===== src/rtl/sccb_target.sv =====
// SCCB target engine: decodes SIOC/SIOD traffic for an OV5642-style register map
// (7-bit ID, 16-bit address, 8-bit data) onto a simple register-port handshake.
module sccb_target #(
  parameter logic [6:0] DEV_ID = 7'h3C
) (
  input  logic        i_clk,
  input  logic        i_rst,
  input  logic        i_sioc,
  input  logic        i_siod_in,
  output logic        o_siod_out,
  output logic        o_siod_oe,
  output logic [15:0] o_reg_addr,
  output logic [7:0]  o_reg_wdata,
  output logic        o_reg_we,
  output logic        o_reg_re,
  input  logic [7:0]  i_reg_rdata,
  output logic        o_busy
);

  localparam int unsigned ADDR_W = 16;
  localparam int unsigned DATA_W = 8;
  localparam int unsigned CNT_W  = 3;
  localparam int unsigned SYNC_W = 3;
  localparam logic [CNT_W-1:0] LAST_BIT = '1;

  typedef enum logic [3:0] {
    S_IDLE,
    S_ID,
    S_ID_ACK,
    S_ADDR_HI,
    S_ADDR_HI_ACK,
    S_ADDR_LO,
    S_ADDR_LO_ACK,
    S_WDATA,
    S_WDATA_ACK,
    S_RDATA,
    S_RDATA_ACK,
    S_IGNORE
  } state_e;

  logic [SYNC_W-1:0] sioc_sync_q, sioc_sync_d;
  logic [SYNC_W-1:0] siod_sync_q, siod_sync_d;
  logic              rise_q, rise_d;
  logic              fall_q, fall_d;
  logic              start_q, start_d;
  logic              stop_q, stop_d;
  logic              sda_q, sda_d;

  state_e            state_q, state_d;
  logic [CNT_W-1:0]  bit_cnt_q, bit_cnt_d;
  logic [DATA_W-1:0] shift_q, shift_d;
  logic [DATA_W-1:0] rdata_q, rdata_d;
  logic              re_dly_q, re_dly_d;
  logic              reload_q, reload_d;

  logic              siod_oe_q, siod_oe_d;
  logic              siod_out_q, siod_out_d;
  logic [ADDR_W-1:0] reg_addr_q, reg_addr_d;
  logic [DATA_W-1:0] reg_wdata_q, reg_wdata_d;
  logic              reg_we_q, reg_we_d;
  logic              reg_re_q, reg_re_d;
  logic              busy_q, busy_d;

  logic [DATA_W-1:0] rx_byte;

  // State register; synchronizers reset to the idle-bus level so reset creates no events.
  always_ff @(posedge i_clk) begin
    if (i_rst) begin
      sioc_sync_q <= '1;
      siod_sync_q <= '1;
      rise_q      <= 1'b0;
      fall_q      <= 1'b0;
      start_q     <= 1'b0;
      stop_q      <= 1'b0;
      sda_q       <= 1'b1;
      state_q     <= S_IDLE;
      bit_cnt_q   <= '0;
      shift_q     <= '0;
      rdata_q     <= '0;
      re_dly_q    <= 1'b0;
      reload_q    <= 1'b0;
      siod_oe_q   <= 1'b0;
      siod_out_q  <= 1'b0;
      reg_addr_q  <= '0;
      reg_wdata_q <= '0;
      reg_we_q    <= 1'b0;
      reg_re_q    <= 1'b0;
      busy_q      <= 1'b0;
    end else begin
      sioc_sync_q <= sioc_sync_d;
      siod_sync_q <= siod_sync_d;
      rise_q      <= rise_d;
      fall_q      <= fall_d;
      start_q     <= start_d;
      stop_q      <= stop_d;
      sda_q       <= sda_d;
      state_q     <= state_d;
      bit_cnt_q   <= bit_cnt_d;
      shift_q     <= shift_d;
      rdata_q     <= rdata_d;
      re_dly_q    <= re_dly_d;
      reload_q    <= reload_d;
      siod_oe_q   <= siod_oe_d;
      siod_out_q  <= siod_out_d;
      reg_addr_q  <= reg_addr_d;
      reg_wdata_q <= reg_wdata_d;
      reg_we_q    <= reg_we_d;
      reg_re_q    <= reg_re_d;
      busy_q      <= busy_d;
    end
  end

  // Pin synchronization and registered bus-event detection from stages 2 and 3.
  always_comb begin
    sioc_sync_d = {sioc_sync_q[SYNC_W-2:0], i_sioc};
    siod_sync_d = {siod_sync_q[SYNC_W-2:0], i_siod_in};
    rise_d      = sioc_sync_q[1] & ~sioc_sync_q[2];
    fall_d      = ~sioc_sync_q[1] & sioc_sync_q[2];
    start_d     = sioc_sync_q[1] & sioc_sync_q[2] & ~siod_sync_q[1] & siod_sync_q[2];
    stop_d      = sioc_sync_q[1] & sioc_sync_q[2] & siod_sync_q[1] & ~siod_sync_q[2];
    sda_d       = siod_sync_q[1];
  end

  assign rx_byte = {shift_q[DATA_W-2:0], sda_q};

  // Protocol FSM: bits sampled on SIOC rise, drive changes on SIOC fall.
  always_comb begin
    state_d     = state_q;
    bit_cnt_d   = bit_cnt_q;
    shift_d     = shift_q;
    reload_d    = reload_q;
    siod_oe_d   = siod_oe_q;
    siod_out_d  = siod_out_q;
    reg_addr_d  = reg_addr_q;
    reg_wdata_d = reg_wdata_q;
    reg_we_d    = 1'b0;
    reg_re_d    = 1'b0;
    busy_d      = busy_q;
    re_dly_d    = reg_re_q;
    rdata_d     = re_dly_q ? i_reg_rdata : rdata_q;

    if (start_q) begin
      state_d    = S_ID;
      bit_cnt_d  = '0;
      reload_d   = 1'b0;
      siod_oe_d  = 1'b0;
      siod_out_d = 1'b0;
      busy_d     = 1'b1;
    end else if (stop_q) begin
      state_d    = S_IDLE;
      bit_cnt_d  = '0;
      reload_d   = 1'b0;
      siod_oe_d  = 1'b0;
      siod_out_d = 1'b0;
      busy_d     = 1'b0;
    end else if (rise_q) begin
      case (state_q)
        S_ID, S_ADDR_HI, S_ADDR_LO, S_WDATA: begin
          shift_d   = rx_byte;
          bit_cnt_d = bit_cnt_q + CNT_W'(1);
          if (bit_cnt_q == LAST_BIT) begin
            case (state_q)
              S_ID: begin
                if (rx_byte[DATA_W-1:1] == DEV_ID) begin
                  state_d  = S_ID_ACK;
                  reg_re_d = rx_byte[0];
                end else begin
                  state_d = S_IGNORE;
                end
              end
              S_ADDR_HI: begin
                reg_addr_d[ADDR_W-1:DATA_W] = rx_byte;
                state_d = S_ADDR_HI_ACK;
              end
              S_ADDR_LO: begin
                reg_addr_d[DATA_W-1:0] = rx_byte;
                state_d = S_ADDR_LO_ACK;
              end
              default: begin
                reg_wdata_d = rx_byte;
                reg_we_d    = 1'b1;
                state_d     = S_WDATA_ACK;
              end
            endcase
          end
        end
        S_RDATA: begin
          bit_cnt_d = bit_cnt_q + CNT_W'(1);
          if (bit_cnt_q == LAST_BIT) state_d = S_RDATA_ACK;
        end
        S_RDATA_ACK: begin
          if (!sda_q) begin
            reg_addr_d = reg_addr_q + ADDR_W'(1);
            reg_re_d   = 1'b1;
            reload_d   = 1'b1;
          end else begin
            state_d = S_IGNORE;
          end
        end
        default: ;
      endcase
    end else if (fall_q) begin
      case (state_q)
        // First fall in an ACK state starts the low drive; the second ends the ACK bit.
        S_ID_ACK, S_ADDR_HI_ACK, S_ADDR_LO_ACK, S_WDATA_ACK: begin
          if (!siod_oe_q) begin
            siod_oe_d  = 1'b1;
            siod_out_d = 1'b0;
          end else begin
            siod_oe_d  = 1'b0;
            siod_out_d = 1'b0;
            bit_cnt_d  = '0;
            case (state_q)
              S_ID_ACK: begin
                if (shift_q[0]) begin
                  shift_d    = rdata_q;
                  siod_oe_d  = 1'b1;
                  siod_out_d = rdata_q[DATA_W-1];
                  state_d    = S_RDATA;
                end else begin
                  state_d = S_ADDR_HI;
                end
              end
              S_ADDR_HI_ACK: state_d = S_ADDR_LO;
              S_ADDR_LO_ACK: state_d = S_WDATA;
              default: begin
                reg_addr_d = reg_addr_q + ADDR_W'(1);
                state_d    = S_WDATA;
              end
            endcase
          end
        end
        S_RDATA: begin
          shift_d    = {shift_q[DATA_W-2:0], 1'b0};
          siod_out_d = shift_q[DATA_W-2];
        end
        S_RDATA_ACK: begin
          if (siod_oe_q) begin
            siod_oe_d  = 1'b0;
            siod_out_d = 1'b0;
          end else if (reload_q) begin
            reload_d   = 1'b0;
            shift_d    = rdata_q;
            siod_oe_d  = 1'b1;
            siod_out_d = rdata_q[DATA_W-1];
            bit_cnt_d  = '0;
            state_d    = S_RDATA;
          end
        end
        default: ;
      endcase
    end
  end

  assign o_siod_out  = siod_out_q;
  assign o_siod_oe   = siod_oe_q;
  assign o_reg_addr  = reg_addr_q;
  assign o_reg_wdata = reg_wdata_q;
  assign o_reg_we    = reg_we_q;
  assign o_reg_re    = reg_re_q;
  assign o_busy      = busy_q;

endmodule


===== config.mk =====
export PLATFORM = sky130hd
export DESIGN_NAME = sccb_target
export DESIGN_NICKNAME = d
export VERILOG_FILES = /design/src/rtl/sccb_target.sv
export SDC_FILE = /design/constraint.sdc
export NUM_CORES = 1
export LEC_CHECK = 0
export ABC_AREA = 1
export CORE_MARGIN = 5
export CORE_UTILIZATION = 60
export CTS_CLUSTER_DIAMETER = 200
export CTS_CLUSTER_SIZE = 12
export DETAILED_ROUTE_END_ITERATION = 6
export PLACE_DENSITY = 0.82
export SYNTH_ARGS = -nofsm -noshare
export SYNTH_HDL_FRONTEND = slang
export SYNTH_SLANG_ARGS = --single-unit

===== constraint.sdc =====
create_clock -name i_clk -period 4.7 [get_ports i_clk]
set_input_delay 1.175 -clock i_clk [delete_from_list [all_inputs] [get_ports i_clk]]
set_output_delay 1.175 -clock i_clk [all_outputs]
set_load 0.02 [all_outputs]

==> results of run 1 <==
cell usage after synthesis (all sizes together):
master and instances:
nor3 7, nand3b 2, o21ai 45, a22oi 6
nor4 4, o31ai 2, nand4 8, buf 8
clkbuf 5, nand2 121, or2 6, nor2 113
a31oi 1, a21oi 32, ha 3, xor2 4
o211ai 1, inv 57, a21boi 1, o21a 1
dfxtp 63, a211oi 1, nand3 28
flip-flops by register name, indices dropped and copies added (netlist names), 3 cells and up:
signal,cells
o_reg_addr,16
o_reg_wdata,8
rdata_q,8
shift_q,7
state_q,4
bit_cnt_q,3
sioc_sync_q,3
siod_sync_q,3
per-layer routing:
metal | GRT usage, % | wire (µm) | share of wire (%) | vias to the layer above
li1 | - | - | - | 1753
met1 | 33.1 | 3990 | 46 | 1524
met2 | 39.5 | 3720 | 43 | 121
met3 | 5.00 | 598 | 7.0 | 27
met4 | 13.4 | 295 | 3.4 | 0
met5 | 0 | 0 | 0 | -
power by group through the flow:
stage / Combinational, mW / Sequential [mW] / Clock, mW
after global routing: 0.194 / 0.571 / 0.498
after global placement: 0.168 / 0.580 / 0
after detailed placement: 0.169 / 0.580 / 0
final: 0.171 / 0.568 / 0.470
after floorplan: 0.133 / 0.574 / 0
after CTS: 0.171 / 0.568 / 0.471
cells by family after synthesis:
kind of cell	Yosys count	share of synthesized area, %
XOR/XNOR	4	1.01
buffers and inverters	70	8.50
flip-flops	63	36.5
AO/OA/AOI/OAI	90	14.5
AND/OR/NAND/NOR	289	38.5
adder cells (fa/ha/maj)	3	1.09
how the worst max path moves through the flow:
stage / from / end / slack (ns) / cells after the start
floorplan: i_rst / bit_cnt_q[1] / 2.64 / 6
global placement: i_rst / fall_q / 1.65 / 5
detailed placement: i_rst / bit_cnt_q[0] / 1.58 / 7
CTS: i_rst / bit_cnt_q[2] / 1.94 / 7
global route: i_rst / o_reg_wdata[6] / 1.70 / 4
finish: i_rst / bit_cnt_q[0] / 1.95 / 7
cell type report:
cell class / instances / area [µm²] / area share [%]
clock buffers: 10 / 128 / 3.14
clock inverters: 6 / 61.3 / 1.51
inverters: 57 / 219 / 5.38
multi-input cells: 386 / 1900 / 46.8
flip-flops and latches: 63 / 1260 / 31.0
well taps: 72 / 90.1 / 2.21
repair buffers: 41 / 408 / 10.0
metrics by stage:
step / hold WS, ns / cell area, µm²
floorplan: 0.389 / 3460
global placement: 0.396 / 3880
detailed placement: 0.406 / 3880
CTS: 0.422 / 4070
global route: 0.427 / 4070
finish: 0.419 / 4070
==> reports/metrics.cfg, run 1 <==
[critical_path]
critPathCaptureType = flip-flop
worst_r2r_path_depth = 7
largest_stage_delay_on_the_critical_path_ns = 0.64
cpLargestDelayFamily = buffers and inverters
worstSetupPathType = in2reg
timing.critical_path.mode_cell = sky130_fd_sc_hd__nor2_1
worst_r2r_endpoint = o_reg_addr[13]
r2r-start = rise_q
timing.critical_path.fanout_max = 11
worstSetupStartpointType = input port
ff2ff_setup_slack_ns = 2.39
critPathSlowestCell = sky130_fd_sc_hd__clkdlybuf4s50_1
critical_path_required_ns = 4.98
timing.critical_path.arrival_ns = 3.03
path_cells = clkdlybuf4s50_1 > buf_4 > nor2_1 > inv_1 > nor2_1 > nand4_1 > o21ai_0
critPathBufInv = 3

[cts]
tritoncts = yes
clkTransAtPathRegs_ns = 0.07
ctsLongestPathBuffers = 2
numClockSinks = 63
worst_skew_pair.late_latency_ns = 0.35
hold_buffers = 0
cts_setup_buffers = 0
clk_root_buffer_cell = sky130_fd_sc_hd__clkbuf_8
ctsHtreeMaxLevel = 3
resized_cells_post_cts = 0
inserted_clock_buffers = 9

[die]
core_region_area_mm2 = 0.00554
fp.dieW_um = 85.9
floorplan.die_area_mm2 = 0.00738
floorplan.die.height_um = 85.9
floorplan.rows = 27
initial_core_util_pct = 62.4
top_level_ports = 41

[timing]
minimum_period_implied_by_the_final_worst_setup_slack_ns = 2.75
maxSlewHeadroom_pct = 38.5
fmax_mhz = 364
hold_viol_final = 0
worst_pin_slew_ns = 0.922
final.setup.worst_slack_ns = 1.95
clock_skew_ns = 0.00661
slew_viol_final = 0
rsz0062_at_grt = false
tcrit_tclk_final_pct = 58.5
report.final.setup_viol = 0
setup_total_negative_slack_ns = 0

[power]
power.clock.fraction_pct = 38.9
power.leakage_nw = 1.70
pwr-share-comb_pct = 14.2
cellPowerDensity_mw_per_mm2 = 297
cellInternalPower_uw = 849
total_power_mw = 1.21
share_seq_of_total_power_pct = 47.0
net-switching-power_uw = 361
power.switching_fraction_pct = 29.8
power.ir.vdd_worst_v = 0.000232

[placed_design]
pre_cts_slack_ns = 1.58
place.gp.congestion = 0.937
detailed_place_hpwl_um = 6130
io_buffers = 40
dp_cells = 619

[yosys]
post_synth_instance_area_mm2 = 0.00346
post-synth-top-area-cell = sky130_fd_sc_hd__dfxtp_1
postSynthNetCount = 534
number_of_synthesized_register_bits = 63
main_area_contributors_after_synthesis = sky130_fd_sc_hd__dfxtp_1 (36%), sky130_fd_sc_hd__nand2_1 (12%), sky130_fd_sc_hd__nor2_1 (11%)
syn_area_cell_um2 = 6.66
ys.warnings.count = 0
post_synth_num_cell_types = 40
ys_seq_area_share_pct = 36.5
synth_largest_type_area_fraction_pct = 36.5
netlist_instances = 519

[final_layout]
drive_above_1_share_pct = 10.1
fin_cells = 635
final_core_util_pct = 73.5
total_number_of_nets_in_the_final_design = 573
antenna_cells_inserted = 0
top_library_cells_by_usage_in_the_layout_fill_and_taps_aside = sky130_fd_sc_hd__nand2_1 (114), sky130_fd_sc_hd__nor2_1 (101), sky130_fd_sc_hd__dfxtp_1 (63), sky130_fd_sc_hd__inv_1 (48), sky130_fd_sc_hd__clkdlybuf4s50_1 (40)
mostFrequentLayoutCell = sky130_fd_sc_hd__nand2_1
area.growth.synth_to_final_pct = 17.7
n_fill_cell = 487

[grt]
grt_antenna_before_repair = 0
first_pass_grt_wire_length_um = 15100
grt.overflow.total = 0
via_count_of_the_first_global_routing_pass = 3301
maximum_number_of_pins_on_one_net_before_global_route_repair = 36
combined_global_route_utilization_of_all_metal_layers_pct = 25.4

[routing]
routed_wirelength_um = 8600
detail_route.wl_per_cell_um = 13.5
routed_via_count_divided_by_cell_count = 5.39
routed-via-count = 3425
drt_pass1_iterations = 5
antenna_violating_nets_post_route = 0
drt-initial-drc-count = 202
route.detailed.drc = 0

[flow_run]
max_cap_viol_count = 0

[worst_hold_path]
min-delay-start = siod_sync_q[0]
holdCritPathClass = reg2reg
whs_path_depth = 1
min_to = siod_sync_q[1]

[status]
status = finished clean

Note: power is estimated with default switching activity, not from simulation.
==> inputs of run 2 (changes only) <==
CORE_UTILIZATION = 56   (was 60)
PLACE_DENSITY = 0.77   (was 0.82)
clock period = 2.7 ns   (was 4.7 ns; I/O delays follow)
==> reports/metrics.cfg, run 2 (synthesis gave the netlist of run 1 again) <==
[critical_path]
timing.critical_path.depth = 1  ; -6
critPathCaptureType = output pin
worstSetupStartpointType = flip-flop
ff2ff_setup_slack_ns = 0.79  ; -1.60 ns
timing.critical_path.fanout_max = 7  ; -4
critical_path_required_ns = 2.03  ; -2.95 ns
cpLargestDelayFamily = buffers and inverters
path_cells = clkdlybuf4s50_1
critPathSlowestCell = sky130_fd_sc_hd__clkdlybuf4s50_1
critPathBufInv = 1  ; -2
timing.critical_path.arrival_ns = 1.48  ; -1.55 ns
largest_stage_delay_on_the_critical_path_ns = 0.66  ; +0.02 ns
worstSetupPathType = reg2out
worst_r2r_path_depth = 11  ; +4

[cts]
worst_skew_pair.late_latency_ns = 0.34  ; about the same
inserted_clock_buffers = 9  ; unchanged
hold_buffers = 0  ; unchanged
ctsLongestPathBuffers = 2  ; unchanged
numClockSinks = 63  ; unchanged
ctsHtreeMaxLevel = 3  ; unchanged
clkTransAtPathRegs_ns = 0.08  ; about the same
cts_setup_buffers = 0  ; unchanged
resized_cells_post_cts = 0  ; unchanged
tritoncts = yes
clk_root_buffer_cell = sky130_fd_sc_hd__clkbuf_8

[grt]
gr-usage-met1_pct = 32.7  ; -0.37 points
first_pass_grt_wire_length_um = 15000  ; -0.27%
grt_antenna_before_repair = 0  ; unchanged
grtUsageMet2_pct = 39.3  ; -0.23 points
maximum_number_of_pins_on_one_net_before_global_route_repair = 32  ; -11%
grt_most_used_layer = met2
combined_global_route_utilization_of_all_metal_layers_pct = 24.5  ; -0.93 points
via_count_of_the_first_global_routing_pass = 3257  ; -1.3%
grt.overflow.total = 0  ; unchanged
globalRouteMet3Util_pct = 4.28  ; -0.71 points

[power]
power.leakage_nw = 1.74  ; +2.4%
total_power_mw = 2.34  ; +94%
power.ir.vdd_worst_v = 0.000404  ; +74%
cellPowerDensity_mw_per_mm2 = 564  ; +90%

[die]
floorplan.rows = 28  ; +3.7%
core_region_area_mm2 = 0.00596  ; +7.5%
floorplan.die_area_mm2 = 0.00785  ; +6.3%
top_level_ports = 41  ; unchanged
fp.dieW_um = 88.6  ; +3.1%
floorplan.die.height_um = 88.6  ; +3.1%
initial_core_util_pct = 58.1  ; -4.4 points

[timing]
setup_total_negative_slack_ns = 0  ; unchanged
report.final.setup_viol = 0  ; unchanged
final.setup.worst_slack_ns = 0.545  ; -1.40 ns
hold_viol_final = 0  ; unchanged
fmax_mhz = 464
minimum_period_implied_by_the_final_worst_setup_slack_ns = 2.16
rsz0062_at_grt = false
clock_skew_ns = 0.0109  ; +0.00425 ns
worst_pin_slew_ns = 0.544  ; -0.378 ns
slew_viol_final = 0  ; unchanged
maxSlewHeadroom_pct = 63.4  ; +25 points
tcrit_tclk_final_pct = 79.8

[placed_design]
place.gp.congestion = 0.898  ; -4.1%
dp_cells = 624  ; +0.81%
detailed_place_hpwl_um = 6480  ; +5.7%
io_buffers = 40  ; unchanged
pre_cts_slack_ns = 0.398  ; -1.18 ns

[routing]
drt-initial-drc-count = 175  ; -13%
antenna_violating_nets_post_route = 0  ; unchanged
drt_pass1_iterations = 4  ; -1
routed_wirelength_um = 8910  ; +3.6%
detail_route.wl_per_cell_um = 13.9  ; +2.8%
routed-via-count = 3489  ; +1.9%
route.detailed.drc = 0  ; unchanged
routed_via_count_divided_by_cell_count = 5.45  ; +1.1%

[worst_hold_path]
holdCritPathClass = reg2reg
whs_path_depth = 1  ; unchanged

[final_layout]
mostFrequentLayoutCell = sky130_fd_sc_hd__nand2_1
fin_cells = 640  ; +0.79%
drive_above_1_share_pct = 10.6  ; +0.50 points
top_library_cells_by_usage_in_the_layout_fill_and_taps_aside = sky130_fd_sc_hd__nand2_1 (114), sky130_fd_sc_hd__nor2_1 (101), sky130_fd_sc_hd__dfxtp_1 (63), sky130_fd_sc_hd__inv_1 (48), sky130_fd_sc_hd__clkdlybuf4s50_1 (40)
total_number_of_nets_in_the_final_design = 575  ; +0.35%
antenna_cells_inserted = 0  ; unchanged
final_core_util_pct = 69.7  ; -3.7 points
largest_register_ffs = 16  ; unchanged
area.growth.synth_to_final_pct = 20.1

[flow_run]
max_cap_viol_count = 0  ; unchanged

[status]
status = finished clean

==> run 2: cell types whose count changed in the layout (fill, tap and decap cells not counted), sizes merged <==
cell / previous run / this run
clkinv: 4 / 2
inv: 57 / 58
buf: 1 / 3
clkinvlp: 1 / 0
bufinv: 1 / 3
==> run 2: area by class of cell <==
class	count	area [µm²]
clock inverter	6	116
timing repair buffer	43	423
clock buffer	10	138
fill	530	1800
multi-input combinational	386	1900
tap	75	93.8
inverter	57	219
sequential	63	1260
==> run 2: through the flow <==
step,hold WS [ns],area (µm²)
after floorplan,0.389,3460
after global placement,0.400,3900
after detailed placement,0.406,3900
after CTS,0.427,4150
after global routing,0.433,4150
final,0.422,4150
==> run 2: routing by layer <==
metal | wire length [µm] | share of wire (%)
met1 | 4080 | 46
met4 | 137 | 1.5
met3 | 600 | 6.7
met2 | 4090 | 46
met5 | 0 | 0
==> run 2: worst paths after layout <==
check	from	end
worst max-delay path	o_reg_addr[6]	o_reg_addr[6]
worst min-delay path	siod_sync_q[0]	siod_sync_q[1]
worst max register to register	state_q[2]	o_reg_addr[8]
worst min register to register	siod_sync_q[0]	siod_sync_q[1]
==> run 2: power breakdown <==
group | leakage [nW] | internal, mW | switching, mW
combinational | 1.11 | 0.102 | 0.204
clock | 0.127 | 0.645 | 0.406
sequential | 0.510 | 0.954 | 0.0311
total | 1.74 | 1.70 | 0.641
==> variant 1 (config.mk and constraints of run 2) <==
Change the localparam `CNT_W` from 3 to 6.
--- a/src/rtl/sccb_target.sv
+++ b/src/rtl/sccb_target.sv
@@ -19,7 +19,7 @@
 
   localparam int unsigned ADDR_W = 16;
   localparam int unsigned DATA_W = 8;
-  localparam int unsigned CNT_W  = 3;
+  localparam int unsigned CNT_W  = 6;
   localparam int unsigned SYNC_W = 3;
   localparam logic [CNT_W-1:0] LAST_BIT = '1;
 
Formal check against the unedited RTL: same outputs for any inputs over 10 cycles, from zero or initial values and one cycle with i_rst high; that may be too few to reach the edited logic, so the function may still have changed.
==> variant 1 against run 2 <==
- final area rose by 2.3%
- total power fell by 0.34%
- global-route usage fell by 1.5 points
- wire length rose by 2.9%
- worst setup slack improved by 0.016 ns
- hold slack got worse by 0.011 ns
- sequential cell count rose by 3
- synthesized area rose by 3.1%
- largest cell class unchanged
- largest power group is now registers
- highest routed layer unchanged
==> variant 1: results (changes against run 2) <==
- Pre-antenna DRT Iters: 5 (+1)
- Synth top area cells: dfxtp_1 37%, nand2_1 15%, nor2_1 11%, nand3_1 5.9%, o21ai_0 5.8%
- Drt wl/cell: 13.5 um (-3.3%)
- Synth cell count leaders: 139 x nand2_1, 100 x nor2_1, 66 x dfxtp_1, 54 x inv_1, 42 x nand3_1
- Routability cong.: 0.987 (+9.9%)
- Place WS: 0.604 ns (+0.206 ns)
- Worst hold stages: 1 (unchanged)
- Register area share after synthesis: 37.1% (+0.58 points)
- Relative slew slack: 56.8% (-6.7 points)
- Critical Path Sink: o_reg_addr[9]
- Placed cell count: 665 (+6.6%)
- Internal power: 0.00165 W (-3.2%)
- FMAX: 467 MHz (+0.74%)
- Layout cell share with drive strength beyond 1: 7.95% (-2.7 points)
- Pin count of the biggest net entering global routing: 40 (+25%)
- Hold_sp: sioc_sync_q[0]
- Leak pwr: 1.79 nW (+2.9%)
- Crit. Startpoint: o_reg_addr[9]
- FF-to-FF Start: bit_cnt_q[0]
- Vias in the first global route: 3,377 (+3.7%)
- Critical path fanouts, max: 6 (-1)
- Clk pwr share: 40.5% (-4.4 points)
- Number of distinct library cells after synthesis: 35 (-13%)
- Max VDD drop: 0.446 mV (+11%)
- Switching portion of total power: 29.5% (+2.1 points)
- Async SR Flop Fraction: 0% (unchanged)
- Cells after synthesis: 556 (+7.1%)
- Clk_skew: 0.00794 ns (-0.00291 ns)
- DR iter-0 viols: 188 (+7.4%)
- Total wire length: 9170 um (+2.9%)
- Status: finished, final reports clean
- Layout net count: 613 (+6.6%)
- Placed instance area: 4030 um^2 (+3.3%)
- Global-route wire length before repair: 15,600 um (+3.6%)
- Worst Path Arrival: 1.46 ns (-0.02 ns)
- Diode count: 0 (unchanged)
- Vias: 3,720 (+6.6%)
- Total track usage: 23.0% (-1.5 points)
- Flip-flop and latch area: 1320 um^2 (+4.8%)
- R2r setup slk: 0.58 ns (-0.21 ns)
- Comb power frac: 14.9% (+1.8 points)
- Final hold slack: 0.411 ns (-0.0106 ns)
- Filler Cell Count: 561 (+5.8%)
- Syn nets: 570 (+6.7%)
- Post-CTS setup buffers: 0 (unchanged)
- Post-DP HPWL: 6780 um (+4.6%)
- Hold Path End: sioc_sync_q[1]
- Final setup viols: 0 (unchanged)
- Slowest stage delay, CP: 0.66 ns (about the same)
## variant 1: cell types whose count changed in the layout (fill, tap and decap cells not counted), moves of 4 or more
cell	run 2	this run
nand2_1	114	139
inv_1	48	54
inv_2	7	2
nand3_1	24	42
a21oi_1	31	35
buf_4	3	7
## variant 1: cell families after synthesis
family,after synthesis,synth area share (%)
AOI/OAI and AO/OA,88,13.1
buffers and inverters,71,8.32
xor gates and xnor gates,6,1.47
and+or+nand+nor,323,39.4
adders and majority gates,2,0.702
DFF,66,37.1
## variant 1: metal layers
layer	vias to the layer above	track usage, %	routed length [um]
met5	-	0	0
met4	0	9.57	231
met3	22	4.42	667
met2	143	36.8	4190
met1	1675	30.1	4080
li1	1880	-	-
## variant 1: layout make-up
class | instances | area share (%)
Timing Repair Buffer | 47 | 10.7
Sequential cell | 66 | 31.1
Multi-Input combinational cell | 419 | 45.8
Tap cell | 77 | 2.27
Clock buffer | 9 | 2.91
Clock inverter | 7 | 2.32
Inverter | 56 | 4.94
==> variant 2 (flow settings as in run 2) <==
Made on the original files. Put one more register stage on the output `o_reg_wdata`, with the module's reset. The value now appears one clock later. The other outputs are not delayed to match.
--- a/src/rtl/sccb_target.sv
+++ b/src/rtl/sccb_target.sv
@@ -255,7 +255,13 @@
   assign o_siod_out  = siod_out_q;
   assign o_siod_oe   = siod_oe_q;
   assign o_reg_addr  = reg_addr_q;
-  assign o_reg_wdata = reg_wdata_q;
+  always_ff @(posedge i_clk) begin
+    if (i_rst) begin
+      o_reg_wdata <= '0;
+    end else begin
+      o_reg_wdata <= reg_wdata_q;
+    end
+  end
   assign o_reg_we    = reg_we_q;
   assign o_reg_re    = reg_re_q;
   assign o_busy      = busy_q;
Check against the original RTL: no difference found for any inputs over 10 cycles, from zero or initial values and one cycle with i_rst high; that may be too few to reach the edited logic, so the function may still have changed.
==> variant 2 against run 2 <==
- synthesized area up 6.0%
- critical path type unchanged
- wire length rose by 4.3%
- total power decreased by 4.4%
- final area grew 3.8%
- die area increased by 5.3%
- sequential cell count increased by 8
- hold slack improved by 0.0010 ns
- worst setup slack got worse by 0.0012 ns
==> variant 2: results (changes against run 2) <==
- Place WS: 0.622 ns (+0.224 ns)
- Placed cell count: 665 (+6.6%)
- Flip-flop and latch area: 1420 um^2 (+13%)
- Placed instance area: 4120 um^2 (+5.7%)
- Non-clock buffer share: 10.2% (-0.024 points)
- GR Util met1: 31.3% (-1.4 points)
- Final-layout clock buffer total: 9 (-1)
- Non-clk bufs: 45 (+4.7%)
- Multi-input gates: 396 (+2.6%)
- Clock buf/inv share: 4.35% (-1.8 points)
- DR iter-0 viols: 270 (+54%)
- Metal2 WL: 4200 um (+2.7%)
- P_clk: 0.000808 W (-23%)
- Layout cell share with drive strength beyond 1: 10.3% (-0.35 points)
- Met3 WL: 654 um (+9.0%)
- Max VDD drop: 0.384 mV (-4.9%)
- Routability cong.: 0.967 (+7.6%)
- Syn nets: 570 (+6.7%)
- Global-route wire length before repair: 15,600 um (+3.9%)
- Post-DP HPWL: 7060 um (+9.0%)
- N_taps: 77 (+2.7%)
- Layout net count: 614 (+6.8%)
- Clock transition at the registers of the reported paths: 0.08 ns (about the same)
- Seq cells: 71 (+13%)
- Critical path fanouts, max: 6 (-1)
- Multi-input combinational area share: 43.7% (-2.1 points)
- FF-to-FF Start: rise_q
- Number of distinct library cells after synthesis: 32 (-20%)
- Footprint of the multi-input gates: 1880 um^2 (-1.1%)
- Total track usage: 23.0% (-1.5 points)
- Crit path time final: 2.16 ns (+0.00121 ns)
- RR Endpoint: o_reg_addr[11]
- Post-CTS setup buffers: 0 (unchanged)
- Clk pwr share: 36.1% (-8.8 points)
- Seq pwr share: 49.2% (+7.1 points)
- Global routing met2 resource utilization: 35.7% (-3.6 points)
- Status: finished, final reports clean
- Met1 wire length: 4210 um (+3.3%)
- Filler Cell Count: 584 (+10%)
- Critical Path Sink: o_reg_addr[8]
- Crit. Startpoint: o_reg_addr[8]
- Vias: 3,620 (+3.8%)
- Met3 usage: 3.92% (-0.37 points)
- Leak pwr: 1.87 nW (+7.4%)
- Worst-skew pair later-pin latency: 0.36 ns (+0.02 ns)
- Non-clk invs: 76 (+33%)
- Finished Layout Cells: 681 (+6.4%)
- Relative slew slack: 66.7% (+3.2 points)
- Pin count of the biggest net entering global routing: 26 (-19%)
- Total wire length: 9290 um (+4.3%)
- Pre-antenna DRT Iters: 5 (+1)
- Vias in the first global route: 3,313 (+1.7%)
- Yosys warning count: 0 (unchanged)
- Synth cell count leaders: 122 x nand2_1, 107 x nor2_1, 71 x dfxtp_1, 69 x inv_1, 35 x o21ai_0
- Synth top area cells: dfxtp_1 39%, nand2_1 12%, nor2_1 11%, inv_1 7.1%, o21ai_0 4.8%
[variant 2: logic make-up after synthesis]
group / Yosys count / synth area share [%]
adders and majority gates: 3 / 1.02
AOI/OAI and AO/OA: 79 / 11.8
buffers and inverters: 88 / 9.83
xor gates and xnor gates: 3 / 0.717
DFF: 71 / 38.8
and+or+nand+nor: 311 / 37.8
[variant 2: worst min path at each step]
| stage | cells past startpoint | slack, ns | end | start |
|---|---|---|---|---|
| CTS | 2 | 0.42 | o_reg_wdata[4] | reg_wdata_q[4] |
| floorplan | 1 | 0.39 | sioc_sync_q[1] | sioc_sync_q[0] |
| global route | 1 | 0.43 | siod_sync_q[1] | siod_sync_q[0] |
| detailed placement | 1 | 0.41 | siod_sync_q[1] | siod_sync_q[0] |
| finish | 1 | 0.42 | sioc_sync_q[1] | sioc_sync_q[0] |
| global placement | 1 | 0.40 | siod_sync_q[1] | siod_sync_q[0] |
